[src/rtl/cpu_types_pkg.sv]
// Shared CPU types: word type, fetch FSM states, NOP encoding and word alignment helper.
package cpu_types_pkg;

    typedef logic [31:0] word_t;

    typedef enum logic [1:0] {
        RUN   = 2'd0,
        DRAIN = 2'd1,
        HALT  = 2'd2
    } fetch_state_t;

    localparam word_t NOP_INSTR = 32'h0000_0000;

    // Instruction addresses are word aligned; drop the byte offset.
    function automatic word_t align_word(input word_t a);
        return {a[31:2], 2'b00};
    endfunction

endpackage

[src/rtl/ifid_reg.sv]
// IF/ID pipeline register. Priority: flush (bubble) > stall (hold) > load > bubble.
module ifid_reg
    import cpu_types_pkg::*;
(
    input  logic  clk_i,
    input  logic  rst_i,
    input  logic  flush_i,
    input  logic  stall_i,
    input  logic  load_i,
    input  word_t instr_i,
    input  word_t pc_i,
    input  word_t npc_i,
    output word_t instr_o,
    output word_t pc_o,
    output word_t npc_o,
    output logic  valid_o
);

    word_t instr_q, instr_d;
    word_t pc_q, pc_d;
    word_t npc_q, npc_d;
    logic  valid_q, valid_d;

    // Select next contents: bubble by default, hold on stall, capture on load.
    always_comb begin
        instr_d = NOP_INSTR;
        pc_d    = '0;
        npc_d   = '0;
        valid_d = 1'b0;
        if (flush_i) begin
            instr_d = NOP_INSTR;
        end else if (stall_i) begin
            instr_d = instr_q;
            pc_d    = pc_q;
            npc_d   = npc_q;
            valid_d = valid_q;
        end else if (load_i) begin
            instr_d = instr_i;
            pc_d    = pc_i;
            npc_d   = npc_i;
            valid_d = 1'b1;
        end
    end

    // Register update with asynchronous reset to a bubble.
    always_ff @(posedge clk_i or posedge rst_i) begin
        if (rst_i) begin
            instr_q <= NOP_INSTR;
            pc_q    <= '0;
            npc_q   <= '0;
            valid_q <= 1'b0;
        end else begin
            instr_q <= instr_d;
            pc_q    <= pc_d;
            npc_q   <= npc_d;
            valid_q <= valid_d;
        end
    end

    assign instr_o = instr_q;
    assign pc_o    = pc_q;
    assign npc_o   = npc_q;
    assign valid_o = valid_q;

endmodule

[src/rtl/fetch_unit.sv]
// Instruction fetch stage: PC register, pending redirect and RUN/DRAIN/HALT FSM
// feeding the IF/ID register. A redirect that arrives while a fetch is still
// outstanding is parked in redirect_pc until the memory returns (DRAIN).
module fetch_unit
    import cpu_types_pkg::*;
#(
    parameter word_t PC_RESET = 32'h0000_0000
) (
    input  logic        CLK,
    input  logic        RST,
    output logic        imemREN,
    output logic [31:0] imemaddr,
    input  logic        ihit,
    input  logic [31:0] imemload,
    input  logic        pc_en,
    input  logic        stall_ifid,
    input  logic        flush_ifid,
    input  logic        branch,
    input  logic [31:0] branch_target,
    input  logic        halt,
    output logic [31:0] instr_id,
    output logic [31:0] pc_id,
    output logic [31:0] npc_id,
    output logic        valid_id,
    output logic [1:0]  fetch_state
);

    fetch_state_t state_q, state_d;
    word_t        pc_q, pc_d;
    word_t        redirect_q, redirect_d;
    logic         ifid_flush;
    logic         ifid_load;
    word_t        pc_plus4;

    assign pc_plus4 = pc_q + 32'd4;

    // Next-state, next-PC and IF/ID control; halt > branch > flush > stall > load.
    always_comb begin
        state_d    = state_q;
        pc_d       = pc_q;
        redirect_d = redirect_q;
        ifid_flush = flush_ifid;
        ifid_load  = 1'b0;
        unique case (state_q)
            RUN: begin
                if (halt) begin
                    state_d    = HALT;
                    ifid_flush = 1'b1;
                end else if (branch) begin
                    ifid_flush = 1'b1;
                    if (ihit) begin
                        pc_d = align_word(branch_target);
                    end else begin
                        redirect_d = align_word(branch_target);
                        state_d    = DRAIN;
                    end
                end else if (ihit && pc_en && !stall_ifid && !flush_ifid) begin
                    ifid_load = 1'b1;
                    pc_d      = pc_plus4;
                end
            end
            DRAIN: begin
                if (halt) begin
                    state_d    = HALT;
                    ifid_flush = 1'b1;
                end else begin
                    // The word returned here is wrong-path; a branch seen in
                    // the same cycle is younger than the parked redirect.
                    if (branch) begin
                        ifid_flush = 1'b1;
                    end
                    if (ihit) begin
                        state_d = RUN;
                        pc_d    = branch ? align_word(branch_target) : redirect_q;
                    end else if (branch) begin
                        redirect_d = align_word(branch_target);
                    end
                end
            end
            HALT: begin
                ifid_flush = 1'b1;
            end
            default: begin
                state_d    = RUN;
                ifid_flush = 1'b1;
            end
        endcase
    end

    // State, PC and pending redirect registers.
    always_ff @(posedge CLK or posedge RST) begin
        if (RST) begin
            state_q    <= RUN;
            pc_q       <= PC_RESET;
            redirect_q <= '0;
        end else begin
            state_q    <= state_d;
            pc_q       <= pc_d;
            redirect_q <= redirect_d;
        end
    end

    assign imemaddr    = pc_q;
    assign imemREN     = (state_q != HALT);
    assign fetch_state = state_q;

    ifid_reg u_ifid (
        .clk_i   (CLK),
        .rst_i   (RST),
        .flush_i (ifid_flush),
        .stall_i (stall_ifid),
        .load_i  (ifid_load),
        .instr_i (imemload),
        .pc_i    (pc_q),
        .npc_i   (pc_plus4),
        .instr_o (instr_id),
        .pc_o    (pc_id),
        .npc_o   (npc_id),
        .valid_o (valid_id)
    );

endmodule

[config.mk]
export PLATFORM = sky130hd
export DESIGN_NAME = fetch_unit
export DESIGN_NICKNAME = d
export VERILOG_FILES = /design/src/rtl/cpu_types_pkg.sv /design/src/rtl/ifid_reg.sv /design/src/rtl/fetch_unit.sv
export SDC_FILE = /design/constraint.sdc
export NUM_CORES = 1
export LEC_CHECK = 0
export CAP_MARGIN = 20
export CELL_PAD_IN_SITES_DETAIL_PLACEMENT = 0
export CELL_PAD_IN_SITES_GLOBAL_PLACEMENT = 2
export CORE_ASPECT_RATIO = 1.75
export CORE_UTILIZATION = 28
export CTS_BUF_LIST = sky130_fd_sc_hd__clkbuf_4
export DETAILED_ROUTE_END_ITERATION = 16
export PLACE_DENSITY_LB_ADDON = 0.15
export SLEW_MARGIN = 5
export SYNTH_ARGS = -nofsm -noshare
export SYNTH_HDL_FRONTEND = slang
export SYNTH_SLANG_ARGS = --single-unit
[constraint.sdc]
create_clock -name CLK -period 6.31 [get_ports CLK]
set_input_delay 1.893 -clock CLK [delete_from_list [all_inputs] [get_ports CLK]]
set_output_delay 1.893 -clock CLK [all_outputs]
set_load 0.005 [all_outputs]
* After elaboration in Yosys (flattened, before gate mapping) *
Cells that the tools add are included.

storage, ports and cells
  logic and storage cells = 74
  flip-flop bits (word level) = 163
  output and inout port bits = 132
  bits of input ports = 72

operators by class
  multiplexer cells = 39
  eq/ne operators = 15
  reduce and logical (&&, ||, !) cells = 11
  bitwise logic cells = 1
  add/sub/neg operators = 1

operator list
  kind                                                                      count
  32-bit two-way mux                                                        21
  32-bit one-hot mux with 2 select lines                                    2
  32-bit by 3-bit adder with 32-bit output (second input constant)          1
  3-bit inequality test (second input constant)                             5
  2-bit inequality test (second input constant)                             7
  6-bit AND reduction                                                       2
  1-bit two-way mux                                                         10
  2-bit two-way mux                                                         5
  2-bit one-hot mux with 3 select lines                                     1
  4-bit AND reduction                                                       1
  1-bit logical AND                                                         3
  2-bit by 1-bit == test with 1-bit output (second input constant)          1
  2-bit == test (second input constant)                                     1
  1-bit zero test                                                           2
  2-bit zero test                                                           1
  2-bit by 1-bit inequality test with 1-bit output (second input constant)  1
  2-bit nonzero test                                                        1
  2-bit OR reduction                                                        1
  1-bit inverter                                                            1

* Depth between registers and ports, before layout *
Gate-level depths: netlist (run 1).

  word-level depth = 10
  gate-level depth with buffers = 8
  depth with buffers taken out = 6

* Hierarchy *
Synthesis (run 1) repeated with hierarchy kept, for this count alone.

second synthesis, totals
  cell total of the unflattened synthesis = 784
  area total of the unflattened synthesis = 7,960.1 um^2

by module, submodules not included
  module      times used  seq. area each (um^2)  area an instance (um^2)  cells an instance
  fetch_unit  1           1,651.6                4,013.8                  448
  ifid_reg    1           2,427.3                3,946.3                  336

* Least setup slack after synthesis (run 1) *
No wires, ideal clock.

  path type = input -> register
  from = in branch
  to = reg redirect_q[11]
  cell stages on the path = 5
  library setup time = 125 ps
  path slack = 3,032 ps
  required time = 6,185 ps
  path buffers = 2
  arrival time = 3,153 ps
  cells stage by stage = buf_2 > inv_1 > nor4_2 > buf_2 > mux2_2

on the way
  word-level cells in the longest chain between the ends = 4
  elaborated cells between the ends (all ways) = 6
  those cells by class = eq/ne (1); mux (4); reduce/logical (1)

RTL lines
  item                                    RTL line          RTL
  from (decl)                             fetch_unit.sv:18  input logic branch,
  32-bit two-way mux (3 in a row)         -
  32-bit one-hot mux with 2 select lines  -
  to (signal assigned)                    fetch_unit.sv:99  redirect_q <= redirect_d;
  to (decl)                               fetch_unit.sv:30  word_t redirect_q, redirect_d;

Parallel ways exist; a longest one is shown, timed or not. The select of a mux whose other input is x is not followed.
A chain may end at the register's enable or synchronous reset.

* Final worst setup path (run 1) *
  from = in pc_en
  to = reg u_ifid.npc_q[13] (netlist: u_ifid.npc_o[13])

on the way
  word-level cells in the longest chain between the ends = 10

RTL lines
  item                            RTL line          RTL
  from (decl)                     fetch_unit.sv:15  input logic pc_en,
  1-bit logical AND (3 in a row)  fetch_unit.sv:57  end else if (ihit && pc_en && !stall_ifid && !flush_ifid) begin
  1-bit two-way mux               fetch_unit.sv:57
  1-bit two-way mux               fetch_unit.sv:49  end else if (branch) begin
  1-bit two-way mux               fetch_unit.sv:46  if (halt) begin
  1-bit two-way mux               fetch_unit.sv:44  unique case (state_q)
  32-bit two-way mux              ifid_reg.sv:37    end else if (load_i) begin
  32-bit two-way mux              ifid_reg.sv:32    end else if (stall_i) begin
  32-bit two-way mux              ifid_reg.sv:30    if (flush_i) begin
  to (signal assigned)            ifid_reg.sv:55    npc_q <= npc_d;
  to (decl)                       ifid_reg.sv:21    word_t npc_q, npc_d;

Every way passes these cells. The select of a mux whose other input is x is not followed.

==> impl_results.md, run 1 <==
- Status: finished clean
- Met2 Use GR: between 30% and 40%
- Switching Power: slightly below 500 µW
- Via count: 6083
- Distinct cells, synth: 54
- Commonest cells after routing, fill and taps aside: clkdlybuf4s50_1 (200), dfrtp_1 (161), o21ai_0 (71), nand2_1 (68), a22o_1 (62)
- PD cells: approximately 190 nW/µm²
- Reg2reg path depth: 5
- Shortest period the worst path allows: roughly 3.9 ns
- Element type at the critical path end: flop
- First-pass GRT wire length: roughly 38000 µm
- Avg Inst Size Synth: between 10 and 15 µm²
- RSZ-0062 raised after global routing: false
- Filler Cell Count: 2565
- Hold-fix buffers, CTS: 0
- Die area: roughly 27000 µm²
- Ratio of cells with drive above 1 in the final layout: 10.1%
- GP Congestion: 0.776
- FMAX: around 260 MHz
- Reg area: just over 4000 µm²
- Largest cells by area after synthesis: dfrtp_1 (55%), a22o_1 (7.4%), o21ai_0 (4.9%), mux2_2 (4.8%), nand2_1 (3.5%)
- Worst r2r dst: u_ifid.npc_o[24]$_DFFE_PP0P_
- Post-synth EDFFs: 0
- Port bufs: about 200
- WHS Path Cells: 2
- Die Span X: around 120 µm
- Total Routing Usage GR: between 10% and 20%
- Die height: ~220 µm
- Final setup TNS: 0 ns
- Hold_sp: u_ifid.npc_o[8]$_DFFE_PP0P_
- Worst R2R Setup Slack: about 3.7 ns
- Synth area leader: dfrtp_1
- Syn_nets: ~750
- Final period utilization: about three fifths
- Grt ovf: 0
- Largest net degree at the start of global routing: ~100
- WP data required: 6.83 ns
- Met3 global-route usage: about 3.9%
- Slew HR: between 30% and 40%
- Clk_lat worst skew: about 0.6 ns
- Syn Inst Count: about 680
- Site Rows: between 70 and 80
- Hold Crit Class: reg -> reg
- Routed Antenna Nets: 0
- P_int: between 1000 and 1500 µW
- DR DRC count: 0
- Post-CTS Setup Repair Bufs: 0
- Clock power share: 32.0%
- YS warnings: 0
- Worst setup SP type: input pin
- Root buffer cell: clkbuf_4
- Area grow syn2layout: 34.7%
- Clock transition at path regs: approximately 0.12 ns
- Multi-input logic area: between 3000 and 4000 µm²
- Sequential fraction of design power: a little under 60%
- Worst Hold Path EP: u_ifid.npc_o[8]$_DFFE_PP0P_
- Final slew viol count: 0
- WP data arrival: between 4 and 5 ns
- Ys flop type: dfrtp_1
- Post-synth ARST share: 100%
- Layout Utilization: 38.7%
- # IOs: 204
- Post-Syn Area: between 7000 and 8000 µm²
- Vias in the first global route: around 6.4k
- Initial antenna violation count: 1
- Crit path kind: in -> reg
- VDD IR max: roughly 90 µV
- Clock Skews: about 0.017 ns
- CTS Buf Count: 17
- Flops & latches, synth: 161
- Fin. Hold Viols: 0
- Worst flop-to-flop path startpoint: imemaddr[7]$_DFFE_PP0P_
- H-tree level count: 4
- Total core area: ~25000 µm²
- Avg WL per Cell: 21.3 µm
- Endpoints failing setup: 0
- Drt total wl: 25100 µm
- Detailed Routing Iterations Pass 1: 4
- Met1 usage: 20.1%
- Maxcap violations: 0
- CP max FO: 21
- Clk sinks: ~160
- Comb power frac: 10.0%
- Lkg Pwr: about 0.0042 µW
- CTS tree: done
- Most common cell after layout, fill and taps aside: clkdlybuf4s50_1
- Switching Fraction: between 20% and 30%
- Tightest Pin Transition: between 0.9 and 1 ns
- Hpwl dp: 17400 µm
- Share of the synthesized area in the top cell type: 55.1%
- Bufs on Longest Clock Path: 2
- Post-CTS sizing: 0
- Starting Density: roughly 29%
- Detailed Route Iter0 Violations: 272
- Sequential area share after synthesis: a little under three fifths
- Vias per cell: between 5 and 6
- Nets: slightly above 900
- Most Crowded Layer GR: met2
## cells in the mapped netlist (4+ instances only)
master and instances:
a22o_1 62, mux2_2 31, nand4_1 7, clkbuf_1 24, xnor2_1 20, a221oi_1 11
nor2_1 40, a21oi_1 27, inv_1 6, nor3_1 16, nand3_1 10, dfrtp_1 161
buf_1 9, nand2_1 68, nand4_2 4, o2bb2ai_1 5, mux2i_1 5, xor2_1 7
buf_2 22, o21ai_0 71, and3_1 17
## critical path: stages
cell and delay (ns):
clkdlybuf4s50_1 0.46, nor3b_1 0.54, nand3_1 0.80, buf_4 0.48, o21ai_0 0.18
## metrics by stage
stage | hold WS (ns) | total power [µW] | std cells | cell area, µm² | setup WS (ns)
floorplan | 0.459 | 1200 | 676 | 7310 | 0.0687
global placement | 0.467 | 1320 | 1142 | 9540 | 1.85
detailed placement | 0.470 | 1320 | 1142 | 9540 | 1.83
CTS | 0.500 | 1950 | 1174 | 9790 | 2.41
global route | 0.520 | 2010 | 1177 | 9840 | 2.22
finish | 0.492 | 1910 | 1177 | 9840 | 2.46
## worst max path at each step
| stage | slack (ns) | startpoint | end | depth (start not counted) |
|---|---|---|---|---|
| finish | 2.46 | pc_en | u_ifid.npc_o[13]$_DFFE_PP0P_ | 5 |
| global route | 2.22 | pc_en | u_ifid.npc_o[14]$_DFFE_PP0P_ | 5 |
| CTS | 2.41 | fetch_state[0]$_DFFE_PP0P_ | imemREN | 3 |
| detailed placement | 1.83 | pc_en | imemaddr[31]$_DFFE_PP0P_ | 5 |
| global placement | 1.85 | pc_en | imemaddr[30]$_DFFE_PP0P_ | 5 |
| floorplan | 0.07 | RST | fetch_state[0]$_DFFE_PP0P_ | 1 |
## power by group through the flow
stage	clock (µW)	sequential (µW)	combinational (µW)
floorplan	0	1110	92.4
global placement	0	1120	192
detailed placement	0	1130	196
CTS	641	1110	197
global route	681	1110	211
finish	612	1110	192
## sequential cells by signal, indices dropped and copies added (netlist names)
| register | cells |
|---|---|
| redirect_q | 32 |
| u_ifid.npc_o | 32 |
| u_ifid.instr_o | 32 |
| fetch_state | 2 |
| u_ifid.valid_o | 1 |
| u_ifid.pc_o | 30 |
| imemaddr | 32 |
## kinds of logic (layout without fill, tap and decap cells)
kind of cell,count (synthesis),count (layout),share of synthesized area (%)
fa+ha+maj,1,1,0.171
flops,161,161,55.1
buf+inv,67,251,4.16
other cells,0,1,0
compound gates,199,199,18.7
mux,36,36,5.46
simple gates,185,185,13.1
xor+xnor,27,27,3.24
## per-layer routing
metal / part of all wire, % / routed length, µm
met1: 37 / 9390
met2: 54 / 13700
met3: 4.9 / 1240
met4: 3.2 / 813
met5: 0 / 0
## final cells by class
class                      count  area share (%)
timing repair buffer         213            21.6
multi-input combinational    448            30.5
clock inverter                10           0.941
tap                          316            4.02
sequential                   161            41.0
clock buffer                  22            1.68
inverter                       6           0.280
antenna                        1          0.0254
(Power assumes the default switching activity.)
==> run 2, diff against run 1 <==
--- a/config.mk
+++ b/config.mk
@@ -9,7 +9,7 @@
 export CELL_PAD_IN_SITES_DETAIL_PLACEMENT = 0
 export CELL_PAD_IN_SITES_GLOBAL_PLACEMENT = 2
 export CORE_ASPECT_RATIO = 1.75
-export CORE_UTILIZATION = 28
+export CORE_UTILIZATION = 31
 export CTS_BUF_LIST = sky130_fd_sc_hd__clkbuf_4
 export DETAILED_ROUTE_END_ITERATION = 16
 export PLACE_DENSITY_LB_ADDON = 0.15
==> constraint.sdc (replaced) <==
create_clock -name CLK -period 3.7 [get_ports CLK]
set_input_delay 1.11 -clock CLK [delete_from_list [all_inputs] [get_ports CLK]]
set_output_delay 1.11 -clock CLK [all_outputs]
set_load 0.005 [all_outputs]
==> run 2 against run 1 <==
Net effect: first-iteration DRC count grew 26%; worst hold slack better by 0.0012 ns; register-to-register slack worse by 2.5 ns; die area fell by 9.6%; sequential power up 70%; utilization grew 3.9 points; final cell count shrank 0.51%; combinational power up 70%; routed wire length down 7.4%; setup slack lost 1.7 ns; largest power group unchanged.
==> impl_results.md, run 2 (synthesis results as in run 1) <==
- Slowest-stage cell, CP: dfrtp_1
- Crit path depth: 3
- # IOs: between 200 and 250
- Site Rows: 74
- WP data required: roughly 2.6 ns
- GP Congestion: 0.806
- DR DRC count: 0
- Endpoints failing setup: 0
- CP max FO: 10
- Element type at the critical path end: output port
- Post-CTS sizing: 0
- Top cell family by delay on the critical path: buffers and inverters
- Ratio of cells with drive above 1 in the final layout: a little under an eighth
- WHS Path Cells: 2
- Vias in the first global route: roughly 6k
- Crit path kind: reg -> out
- Port bufs: ~200
- Routed Antenna Nets: 0
- Bufs on Longest Clock Path: 2
- Status: finished clean
- Root buffer cell: clkbuf_4
- Vias per cell: 5.19
- Slew HR: 44.7%
- Starting Density: a little under a third
- Detailed Routing Iterations Pass 1: 4
- CTS tree: done
- Via count: a little over 6k
- Place WS: approximately 0.37 ns
- Shortest period the worst path allows: around 2.9 ns
- VDD IR max: 132 µV
- Die area: about 24000 µm²
- PD cells: roughly 320 nW/µm²
- Hold-fix buffers, CTS: 0
- Most common cell after layout, fill and taps aside: clkdlybuf4s50_1
- Largest net degree at the start of global routing: between 40 and 50
- Min Hold Slack: about 0.49 ns
- Critical path cell sequence: inv_1 > nand2_1 > clkdlybuf4s50_1
- Clk sinks: 161
- RSZ-0062 raised after global routing: false
- Hold Crit Class: reg -> reg
- Reg2reg path depth: 5
- CP max stage delay: a little under 0.6 ns
- DP Area: roughly 9700 µm²
- Final setup margin: around 0.75 ns
- Total Routing Usage GR: roughly a fifth
- Die height: just over 200 µm
- H-tree level count: 4
- Die Span X: approximately 120 µm
- Maxcap violations: 0
- CTS Buf Count: 17
- Clk_lat worst skew: between 0.5 and 0.6 ns
- Clock Skews: between 0.02 and 0.025 ns
- Top Layer Used: met4
- Final instance area: just under 10000 µm²
- First-pass GRT wire length: about 36000 µm
- Final period utilization: between 70% and 80%
- WP data arrival: approximately 1.8 ns
- Post-CTS Setup Repair Bufs: 0
- Routed wl met2: ~12000 µm
- Grt ovf: 0
- Clock transition at path regs: around 0.12 ns
- Total core area: around 23000 µm²
- Lkg Pwr: 0.00422 µW
- Hpwl dp: between 15000 and 20000 µm
- Commonest cells after routing, fill and taps aside: clkdlybuf4s50_1 (200), dfrtp_1 (161), o21ai_0 (71), nand2_1 (68), a22o_1 (62)
- Tightest Pin Transition: between 0.8 and 0.9 ns
- Worst setup SP type: flop
- Metal3 WL: between 1000 and 1500 µm
- Detailed Route Iter0 Violations: ~340
- Nets: approximately 930
- Final setup TNS: 0 ns
- WP buf/inv: 2
- Final slew viol count: 0
- Drt total wl: 23300 µm
- Fin. Hold Viols: 0
- FMAX: between 300 and 400 MHz
- Initial antenna violation count: 1
- Area grow syn2layout: 35.3%
- M1 wire length: just over 9000 µm
- Layout Utilization: 42.5%
- Avg WL per Cell: a little under 20 µm
[run 2: final cells by class]
| type | count | area [µm²] |
|---|---|---|
| Inverter | 6 | 26.3 |
| Clock buffer | 19 | 143 |
| Timing Repair Buffer | 222 | 2230 |
| Antenna cell | 1 | 2.50 |
| Fill cell | 2262 | 13400 |
| Clock inverter | 10 | 72.6 |
| Tap cell | 304 | 380 |
| Sequential cell | 161 | 4030 |
| Multi-Input combinational cell | 448 | 3000 |
[run 2: final timing paths]
check / from / end / slack, ns
worst min-delay path: u_ifid.npc_o[17]$_DFFE_PP0P_ / u_ifid.npc_o[17]$_DFFE_PP0P_ / 0.49
worst max register to register: imemaddr[14]$_DFFE_PP0P_ / u_ifid.npc_o[30]$_DFFE_PP0P_ / 1.21
max in group asynchronous: RST / u_ifid.pc_o[24]$_DFFE_PP0P_ / 1.95
worst max-delay path: fetch_state[0]$_DFFE_PP0P_ / imemREN / 0.75
worst min register to register: u_ifid.npc_o[17]$_DFFE_PP0P_ / u_ifid.npc_o[17]$_DFFE_PP0P_ / 0.49
min in group asynchronous: RST / u_ifid.instr_o[30]$_DFFE_PP0P_ / 1.01
[run 2: where the power goes]
| part | switching (µW) | total (µW) | internal [µW] |
|---|---|---|---|
| logic | 142 | 326 | 184 |
| registers | 77.7 | 1890 | 1810 |
| clock network | 613 | 936 | 324 |
| total | 832 | 3150 | 2320 |
[run 2: stage by stage]
step / instances / total power, µW
final: 1171 / 3150
after global routing: 1171 / 3320
after CTS: 1170 / 3220
after detailed placement: 1141 / 2250
after global placement: 1141 / 2240
after floorplan: 676 / 2040
[run 2: worst register-to-register path, delay by kind of cell (launching register included)]
kind,cells,cell delay (ns)
DFF,1,0.57
AOI/OAI and AO/OA,1,0.11
xor gates and xnor gates,1,0.33
and+or+nand+nor,3,1.35
[run 2: metal layers]
layer	up-vias	GRT usage (%)
met1	3042	22.9
li1	2815	-
met2	201	35.5
met4	0	6.36
met5	-	0
met3	19	3.81
